[src/rtl/spi_flash_wb_reader.sv]
// spi_flash_wb_reader
//   Read-only Wishbone B3 slave that serves 32-bit reads from an SPI serial
//   flash. It uses mode 0 and the READ command 0x03. After a read completes,
//   SS stays low for a short time. A read of the next word during that time
//   skips the command and address phase.
//
// Ports
//   wb_clk_i, wb_rst_i   : the only clock; synchronous active-high reset
//   wb_adr_i             : byte address; [ADR_WIDTH-1:2] used
//   wb_dat_i, wb_sel_i   : unused (read-only, always full word)
//   wb_we_i              : write enable; writes are answered with wb_err_o
//   wb_cyc_i, wb_stb_i   : bus cycle / strobe
//   wb_dat_o             : read data, first flash byte in [31:24]
//   wb_ack_o, wb_err_o   : one-cycle completion pulses, never together
//   sck_o, ss_o, mosi_o  : SPI clock (idles low), select (active low), data out
//   miso_i               : SPI data in
//   dbg_state_o          : current FSM state, for observation only
//
// Handshake: the master raises cyc & stb with the address. It holds all
// three until it sees exactly one wb_ack_o or wb_err_o pulse, then drops stb
// before the next clock edge. This is a classic cycle with no pipelining.
// A strobe seen in the cycle of a response pulse is not a new request.
module spi_flash_wb_reader #(
    parameter int SCK_DIV     = 2,
    parameter int ADR_WIDTH   = 24,
    parameter int HOLD_CYCLES = 16,
    parameter int SS_GAP      = 2
) (
    input  logic        wb_clk_i,
    input  logic        wb_rst_i,
    input  logic [31:0] wb_adr_i,
    input  logic [31:0] wb_dat_i,
    input  logic [3:0]  wb_sel_i,
    input  logic        wb_we_i,
    input  logic        wb_cyc_i,
    input  logic        wb_stb_i,
    output logic [31:0] wb_dat_o,
    output logic        wb_ack_o,
    output logic        wb_err_o,
    output logic        sck_o,
    output logic        ss_o,
    output logic        mosi_o,
    input  logic        miso_i,
    output logic [2:0]  dbg_state_o
);

    typedef enum logic [2:0] {IDLE, CMD, ADDR, DATA, ACK, HOLD, DESEL} state_t;

    localparam int DW = (SCK_DIV > 1) ? $clog2(SCK_DIV) : 1;
    localparam int HW = $clog2(HOLD_CYCLES + 1);
    localparam int GW = $clog2(SS_GAP + 1);
    localparam logic [DW-1:0] DIV_LAST  = DW'(SCK_DIV - 1);
    localparam logic [HW-1:0] HOLD_LAST = HW'(HOLD_CYCLES - 1);
    localparam logic [GW-1:0] GAP_LAST  = GW'(SS_GAP - 1);
    localparam logic [7:0]    CMD_READ  = 8'h03;

    state_t               state;
    logic [DW-1:0]        div_cnt;
    logic [4:0]           bit_cnt;
    logic [4:0]           bit_last;
    logic [31:0]          shreg;      // [31] is the bit currently on mosi_o
    logic [ADR_WIDTH-1:0] adr_q;      // transfer address, then next sequential address
    logic                 hold_valid;
    logic [HW-1:0]        hold_cnt;
    logic [GW-1:0]        gap_cnt;    // cycles ss_o has been high, saturating

    logic                 rd_req;
    logic                 wr_req;
    logic                 gap_ok;
    logic [ADR_WIDTH-1:0] req_adr;
    logic [23:0]          adr_field;
    logic                 unused_ok;

    assign rd_req      = wb_cyc_i & wb_stb_i & ~wb_we_i;
    assign wr_req      = wb_cyc_i & wb_stb_i & wb_we_i;
    assign req_adr     = {wb_adr_i[ADR_WIDTH-1:2], 2'b00};
    assign adr_field   = 24'(adr_q);
    assign gap_ok      = (gap_cnt == GAP_LAST);
    assign dbg_state_o = state;
    assign unused_ok   = &{1'b0, wb_dat_i, wb_sel_i, wb_adr_i[1:0], wb_adr_i[31:ADR_WIDTH]};

    always_comb begin
        bit_last = 5'd31;
        if (state == CMD)       bit_last = 5'd7;
        else if (state == ADDR) bit_last = 5'd23;
    end

    always_ff @(posedge wb_clk_i) begin
        if (wb_rst_i) begin
            state      <= IDLE;
            ss_o       <= 1'b1;
            sck_o      <= 1'b0;
            mosi_o     <= 1'b0;
            wb_ack_o   <= 1'b0;
            wb_err_o   <= 1'b0;
            wb_dat_o   <= '0;
            adr_q      <= '0;
            shreg      <= '0;
            bit_cnt    <= '0;
            div_cnt    <= '0;
            hold_cnt   <= '0;
            hold_valid <= 1'b0;
            gap_cnt    <= '0;   // deselect gap restarts even after a reset
        end else begin
            wb_ack_o <= 1'b0;
            wb_err_o <= 1'b0;
            if (!ss_o)        gap_cnt <= '0;
            else if (!gap_ok) gap_cnt <= gap_cnt + 1'b1;

            case (state)
                // DESEL waits out the gap, then decides exactly like IDLE
                // so a request that forced the deselect is served at once.
                IDLE, DESEL: begin
                    if (gap_ok) begin
                        if (rd_req) begin
                            state   <= CMD;
                            ss_o    <= 1'b0;
                            sck_o   <= 1'b0;
                            adr_q   <= req_adr;
                            shreg   <= {CMD_READ, 24'h0};
                            mosi_o  <= CMD_READ[7];
                            bit_cnt <= '0;
                            div_cnt <= '0;
                        end else if (wr_req && !wb_err_o) begin
                            wb_err_o <= 1'b1;
                            state    <= IDLE;
                        end else begin
                            state <= IDLE;
                        end
                    end
                end

                CMD, ADDR, DATA: begin
                    if (!wb_cyc_i) begin
                        state      <= DESEL;
                        ss_o       <= 1'b1;
                        sck_o      <= 1'b0;
                        mosi_o     <= 1'b0;
                        hold_valid <= 1'b0;
                    end else begin
                        // sample in the first cycle sck is high
                        if (state == DATA && sck_o && div_cnt == '0)
                            wb_dat_o <= {wb_dat_o[30:0], miso_i};
                        if (div_cnt != DIV_LAST) begin
                            div_cnt <= div_cnt + 1'b1;
                        end else begin
                            div_cnt <= '0;
                            if (!sck_o) begin
                                sck_o <= 1'b1;
                            end else begin
                                sck_o <= 1'b0;
                                if (bit_cnt != bit_last) begin
                                    bit_cnt <= bit_cnt + 1'b1;
                                    shreg   <= {shreg[30:0], 1'b0};
                                    mosi_o  <= shreg[30];
                                end else begin
                                    bit_cnt <= '0;
                                    case (state)
                                        CMD: begin
                                            state  <= ADDR;
                                            shreg  <= {adr_field, 8'h00};
                                            mosi_o <= adr_field[23];
                                        end
                                        ADDR: begin
                                            state  <= DATA;
                                            mosi_o <= 1'b0;
                                        end
                                        default: begin
                                            state    <= ACK;
                                            wb_ack_o <= 1'b1;
                                            mosi_o   <= 1'b0;
                                        end
                                    endcase
                                end
                            end
                        end
                    end
                end

                ACK: begin
                    state      <= HOLD;
                    adr_q      <= adr_q + ADR_WIDTH'(4);
                    hold_valid <= 1'b1;
                    hold_cnt   <= HW'(1);   // the ACK cycle is the first idle cycle
                end

                HOLD: begin
                    if (rd_req && hold_valid && req_adr == adr_q) begin
                        // flash is still streaming: go straight to data bits
                        state   <= DATA;
                        sck_o   <= 1'b0;
                        div_cnt <= '0;
                        bit_cnt <= '0;
                    end else if (rd_req || wr_req || hold_cnt == HOLD_LAST) begin
                        state      <= DESEL;
                        ss_o       <= 1'b1;
                        hold_valid <= 1'b0;
                    end else begin
                        hold_cnt <= hold_cnt + 1'b1;
                    end
                end

                default: state <= IDLE;
            endcase
        end
    end

endmodule

[config.mk]
export PLATFORM = sky130hd
export DESIGN_NAME = spi_flash_wb_reader
export DESIGN_NICKNAME = d
export VERILOG_FILES = /design/src/rtl/spi_flash_wb_reader.sv
export SDC_FILE = /design/constraint.sdc
export NUM_CORES = 1
export LEC_CHECK = 0
export BUFFER_PORTS_ARGS = -buffer_cell sky130_fd_sc_hd__buf_2
export CORE_MARGIN = 2
export CORE_UTILIZATION = 30
export DETAILED_ROUTE_END_ITERATION = 10
export GPL_TIMING_DRIVEN = 1
export SKIP_LAST_GASP = 1
export SYNTH_ARGS = -nofsm -noshare
export SYNTH_HDL_FRONTEND = slang
export SYNTH_SLANG_ARGS = --single-unit
[constraint.sdc]
create_clock -name wb_clk_i -period 2.6 [get_ports wb_clk_i]
set_input_delay 0.39 -clock wb_clk_i [delete_from_list [all_inputs] [get_ports wb_clk_i]]
set_output_delay 0.39 -clock wb_clk_i [all_outputs]
set_load 0.03 [all_outputs]
==> Word-level counts from Yosys, hierarchy flattened <==
Index checks and enable logic that the tools add are counted.
{ "op_classes": {"bitwise": 11, "eq_ne": 25, "reduce_logical": 31, "n_mux": 60, "div_mod_pow": 0, "mul": 0, "n_lt_le_gt_ge": 0, "shift": 0, "n_addsub": 5} }
{ "op_table": {"columns": ["cell", "count"], "rows": [
  ["31-bit two-way mux", 7],
  ["31-bit one-hot mux with 2 select lines", 1],
  ["5-bit two-way mux", 10],
  ["24-bit two-way mux", 2],
  ["24-bit one-hot mux with 2 select lines", 1],
  ["24-bit by 3-bit adder with 24-bit output, second input constant", 1],
  ["24-bit == test", 1],
  ["1-bit two-way mux", 22],
  ["3-bit two-way mux", 7],
  ["2-bit inequality test, second input constant", 10],
  ["5-bit AND reduction", 4],
  ["3-bit inequality test, second input constant", 5],
  ["5-bit one-hot mux with 3 select lines", 1],
  ["7-bit AND reduction", 2],
  ["1-bit one-hot mux with 3 select lines", 4],
  ["3-bit one-hot mux with 4 select lines", 1],
  ["5-bit by 1-bit adder with 5-bit output, second input constant", 2],
  ["5-bit one-hot mux with 2 select lines", 1],
  ["3-bit == test, second input constant", 3],
  ["3-bit AND reduction", 3],
  ["1-bit NOT", 8],
  ["3-bit by 2-bit == test with 1-bit output, second input constant", 2],
  ["3-bit one-hot mux with 2 select lines", 1],
  ["6-bit AND reduction", 1],
  ["other kinds (20)", 32]
]} }
{ "totals": {"mem_bits_rw": 0, "mem_bits_ro": 0, "inputBits": 74, "latch_bits": 0, "wordCells": 146, "out_inout_bits": 40, "memories": 0, "regBits": 109} }

==> Longest topological paths before layout <==
{ "depth": {"word_depth": 9, "depth_mapped": 11, "mapped_depth_nobuf": 9} }

==> Worst setup path before layout <==
Ideal clock, no wire load.
{ "synth_timing": {"path_kind": "reg2reg", "start": "register state[1] (netlist: dbg_state_o[1])", "end": "register shreg[18]", "required_time_ns": 2.485, "setup_ns": 0.115, "path_slack_ns": 0.285, "t_arrival_ns": 2.200, "stages_incl_launch_ff": 10, "path_cell_list": "dfxtp_1 > buf_4 > o21ba_1 > buf_4 > nand4_1 > o21a_1 > a2111oi_4 > nor2_1 > buf_2 > o2bb2ai_2"} }
{ "synth_via": {"elab_chain_len": 9, "elab_cells_between_ends": 23, "classes_between": "11 x eq/ne; 7 x mux; 5 x reduce/logical"} }
{ "synth_lines": {"columns": ["item", "line", "rtl"], "rows": [
  ["from (decl)", "57", "state_t state;"],
  ["from (signal assigned)", "90", "state <= IDLE;"],
  ["from (signal assigned)", "116", "state <= CMD;"],
  ["from (signal assigned)", "126", "state <= IDLE;"],
  ["3-bit by 2-bit == test with 1-bit output", "85, 110", null],
  ["4-bit two-way mux", "85", "else if (state == ADDR) bit_last = 5'd23;"],
  ["5-bit two-way mux", "84", "if (state == CMD) bit_last = 5'd7;"],
  ["5-bit inequality test", "152", "if (bit_cnt != bit_last) begin"],
  ["31-bit two-way mux", "152", null],
  ["31-bit two-way mux", "148", "if (!sck_o) begin"],
  ["31-bit two-way mux", "144", "if (div_cnt != DIV_LAST) begin"],
  ["31-bit two-way mux", "134", "if (!wb_cyc_i) begin"],
  ["31-bit one-hot mux with 2 select lines", "110", "case (state)"],
  ["to (signal assigned)", "120", "shreg <= {CMD_READ, 24'h0};"],
  ["to (signal assigned)", "154", "shreg <= {shreg[30:0], 1'b0};"],
  ["to (signal assigned)", "161", "shreg <= {adr_field, 8'h00};"],
  ["to (decl)", "61", "logic [31:0] shreg;"]
]} }
Several ways; a longest one is shown, not always the timed one. The select of a mux whose other input is x is not followed.
A chain may end at the register's enable or synchronous reset.

==> Worst setup path in the final report <==
{ "layout_timing": {"start": "register state[0] (netlist: dbg_state_o[0])", "end": "register shreg[13]"} }
The elaborated chain is that of the path after synthesis.

==> metrics.cfg <==
[cts]
root_buffer=clkbuf_16
ctsHtreeMaxLevel=3
clk_pin_slew_ns=0.08
cts.sink_count=99
cts_setup_buffers=0
worstSkewPairLatency_ns=0.36
numCtsBuffers=9
clk_path_buf_depth=2
hold_buffers=0
post_cts_resized=0
cts_tree=yes

[synthesis]
synth_edf_count=0
synth.distinct_cells=56
ys_seq_elements=99
syn_nets=704
syn_area_sq_um=5074
ys.flop_type=dfxtp_1
yosys_warnings=0
yosysSeqAreaShare_pct=39.06
syn-instance-count=625
synth_async_sr_flop_share_pct=0
postSynthAreaPerCell_sq_um=8.118

[global_routing]
grtUsageTotal_pct=15.42
grt.overflow.total=0
antenna_found_initial=0
grt_max_degree=37
first_global_vias=4171
grt_pass1_wl_microns=22180

[final_layout]
layout-drive-gt1-share_pct=19.07
regArea_sq_um=1982
final_cells=907
multi_input_area_sq_um=2843
diodes=0
area_growth_pct=18.94
design_area_sq_um=6035
fillers=1757
fin_nets=761
finish.utilization_pct=36.39

[placed_design]
placed_area_sq_um=5715
place_inst=891
gp_congestion=0.8514
hpwl_microns=9487
io_buffers=67

[sta]
finalCritPeriodShare_pct=90.19
relSlewSlack_pct=53.44
slew_viol_final=0
max_freq_ghz=0.4264
fin_skew_ns=0.007177
rsz0062_at_grt=no
tightest_slew_ns=0.6984
finalHoldViolations=0
fin_crit_ns=2.345
setup_viol=0
setup_tns_ns=0

[power]
p_leak_nw=2.157
p_per_area_nw_per_um2=743.1
finalPower_mw=4.484
vdd.ir_drop.worst_v=0.0003550

[drt]
final_antenna_net_count=0
finalWirelength_microns=13690
dr.pass1.iters=5
wl_per_cell_microns=15.10
initialDrtViolationCount=332
drc_errors=0
vias=4701
via_per_inst=5.183

[critical_path]
r2r_slack_ns=0.25
cp-end-kind=flop
worst_path_max_delay_cell=dfxtp_1
r2r-end=shreg[13]
r2r_cells=7
crit_chain=o21ba_1 -> nand4_1 -> o21a_1 -> a2111oi_4 -> buf_4 -> nand2_4 -> o2bb2ai_1
cp_max_fo=19
cp.required_ns=2.89
max_stage_delay_ns=0.52
critPathArrivalTime_ns=2.63
crit_path_end=shreg[13]
crit_start=dbg_state_o[0]
r2r_start=dbg_state_o[0]
startpoint_type=flop
path_class=flop to flop

[flow_run]
drv_cap=0

[status]
status=finished clean

[die]
ios=114
core-area_sq_um=16580
rows=47
dieHeight_microns=134.0
start_util_pct=30.59
die_w_microns=134.0
fp.dieArea_sq_um=17970

[min_path]
hold_class=input pin to flop

[cell usage in the layout (no fill, tap or decap), drive strengths merged, types with 5 or more instances in the layout]
master / count
nand2: 102
dfxtp: 99
buf: 96
a21oi: 68
nor2: 42
o21ai: 29
nor3: 22
xor2: 22
mux2i: 22
o2bb2ai: 20
nand3: 16
inv: 13
a211oi: 12
clkbuf: 9
nand2b: 8
nand4: 8
nor4: 8
a311oi: 7
and3: 6
o21a: 6
or3: 6
nor2b: 5
a31oi: 5
ha: 5
[worst max-delay path: cells and delay by family (launching register included)]
family	cells	cell delay, ns
AOI/OAI and AO/OA	4	1.05
DFF	1	0.52
and+or+nand+nor	2	0.48
buffers and inverters	1	0.22
[cells in the mapped netlist (2+ instances only)]
library cell,n,area (sq um)
a211oi_1,12,90.09
a21oi_1,68,340.3
a221oi_1,2,17.52
a22oi_1,2,15.01
a2bb2oi_1,3,26.28
a311oi_1,7,61.31
a31oi_1,5,31.28
and2_1,2,12.51
and3_1,6,37.54
buf_2,13,65.06
buf_4,3,22.52
clkbuf_1,33,123.9
dfxtp_1,99,1982
ha_1,5,62.56
inv_1,10,37.54
mux2i_1,22,220.2
nand2_1,101,379.1
nand2b_1,8,50.05
nand3_1,16,80.08
nand3b_1,4,30.03
nand4_1,8,50.05
nor2_1,42,157.7
nor2b_1,5,31.28
nor3_1,22,110.1
nor3b_1,2,15.01
nor4_1,8,50.05
o211a_1,2,20.02
o211ai_1,2,15.01
o21a_1,6,45.04
o21ai_0,29,145.1
o22ai_1,4,25.02
o2bb2ai_1,10,87.58
o2bb2ai_2,10,150.1
o31ai_1,4,30.03
or3_1,5,31.28
or4_1,2,15.01
xnor2_1,3,26.28
xor2_1,22,192.7
[kinds of logic (layout without fill, tap and decap cells)]
logic type | count (synthesis) | in the layout | synth area share [%]
multiplexers | 22 | 22 | 4.340
XOR/XNOR | 25 | 25 | 4.316
AO/OA/AOI/OAI | 177 | 177 | 24.07
flip-flops | 99 | 99 | 39.06
adder cells (fa/ha/maj) | 5 | 5 | 1.233
AND/OR/NAND/NOR | 237 | 237 | 21.85
buffers and inverters | 60 | 122 | 5.129
[registers in the layout, indices dropped and copies added (netlist names)]
name	cells
adr_field	22
bit_cnt	5
dbg_state_o	3
div_cnt	1
gap_cnt	2
hold_cnt	5
hold_valid	1
mosi_o	1
sck_o	1
shreg	23
ss_o	1
wb_ack_o	1
wb_dat_o	32
wb_err_o	1
[layer usage]
layer	track usage (%)	vias up	share of wire, %
met3	4.119	13	5.4
met1	21.93	2201	50
met2	23.36	130	44
met5	0	-	0
li1	-	2357	-
met4	3.567	0	1.1
[where the power goes]
| part | internal, mW | leakage, nW | switching (mW) |
|---|---|---|---|
| sequential | 1.64 | 0.800 | 0.172 |
| combinational | 0.478 | 1.20 | 0.737 |
| clock | 0.774 | 0.153 | 0.679 |
[cell type report]
| class | instances | share of cell area, % |
|---|---|---|
| clock buffer | 9 | 3.732 |
| clock inverter | 7 | 1.555 |
| multi-input combinational | 466 | 47.11 |
| sequential | 99 | 32.84 |
| inverter | 10 | 0.6220 |
| tap | 220 | 4.561 |
| timing repair buffer | 96 | 9.579 |
[stage by stage]
step | worst slack, ns | hold slack [ns]
final | 0.2550 | 0.2633
after floorplan | 0.2850 | 0.4296
after CTS | 0.2349 | 0.2476
after detailed placement | 0.2170 | 0.4474
after global placement | 0.2245 | 0.4420
after global routing | 0.03646 | 0.2614
[how the worst min path moves through the flow]
stage	startpoint	endpoint	depth (start not counted)
6_report	miso_i	wb_dat_o[0]	3
5_1_grt	miso_i	wb_dat_o[0]	3
4_1_cts	miso_i	wb_dat_o[0]	3
3_5_place_dp	wb_dat_o[31]	wb_dat_o[31]	2
3_3_place_gp	wb_dat_o[31]	wb_dat_o[31]	2
2_1_floorplan	shreg[8]	shreg[8]	1
Note: power is estimated with default switching activity, not from simulation.
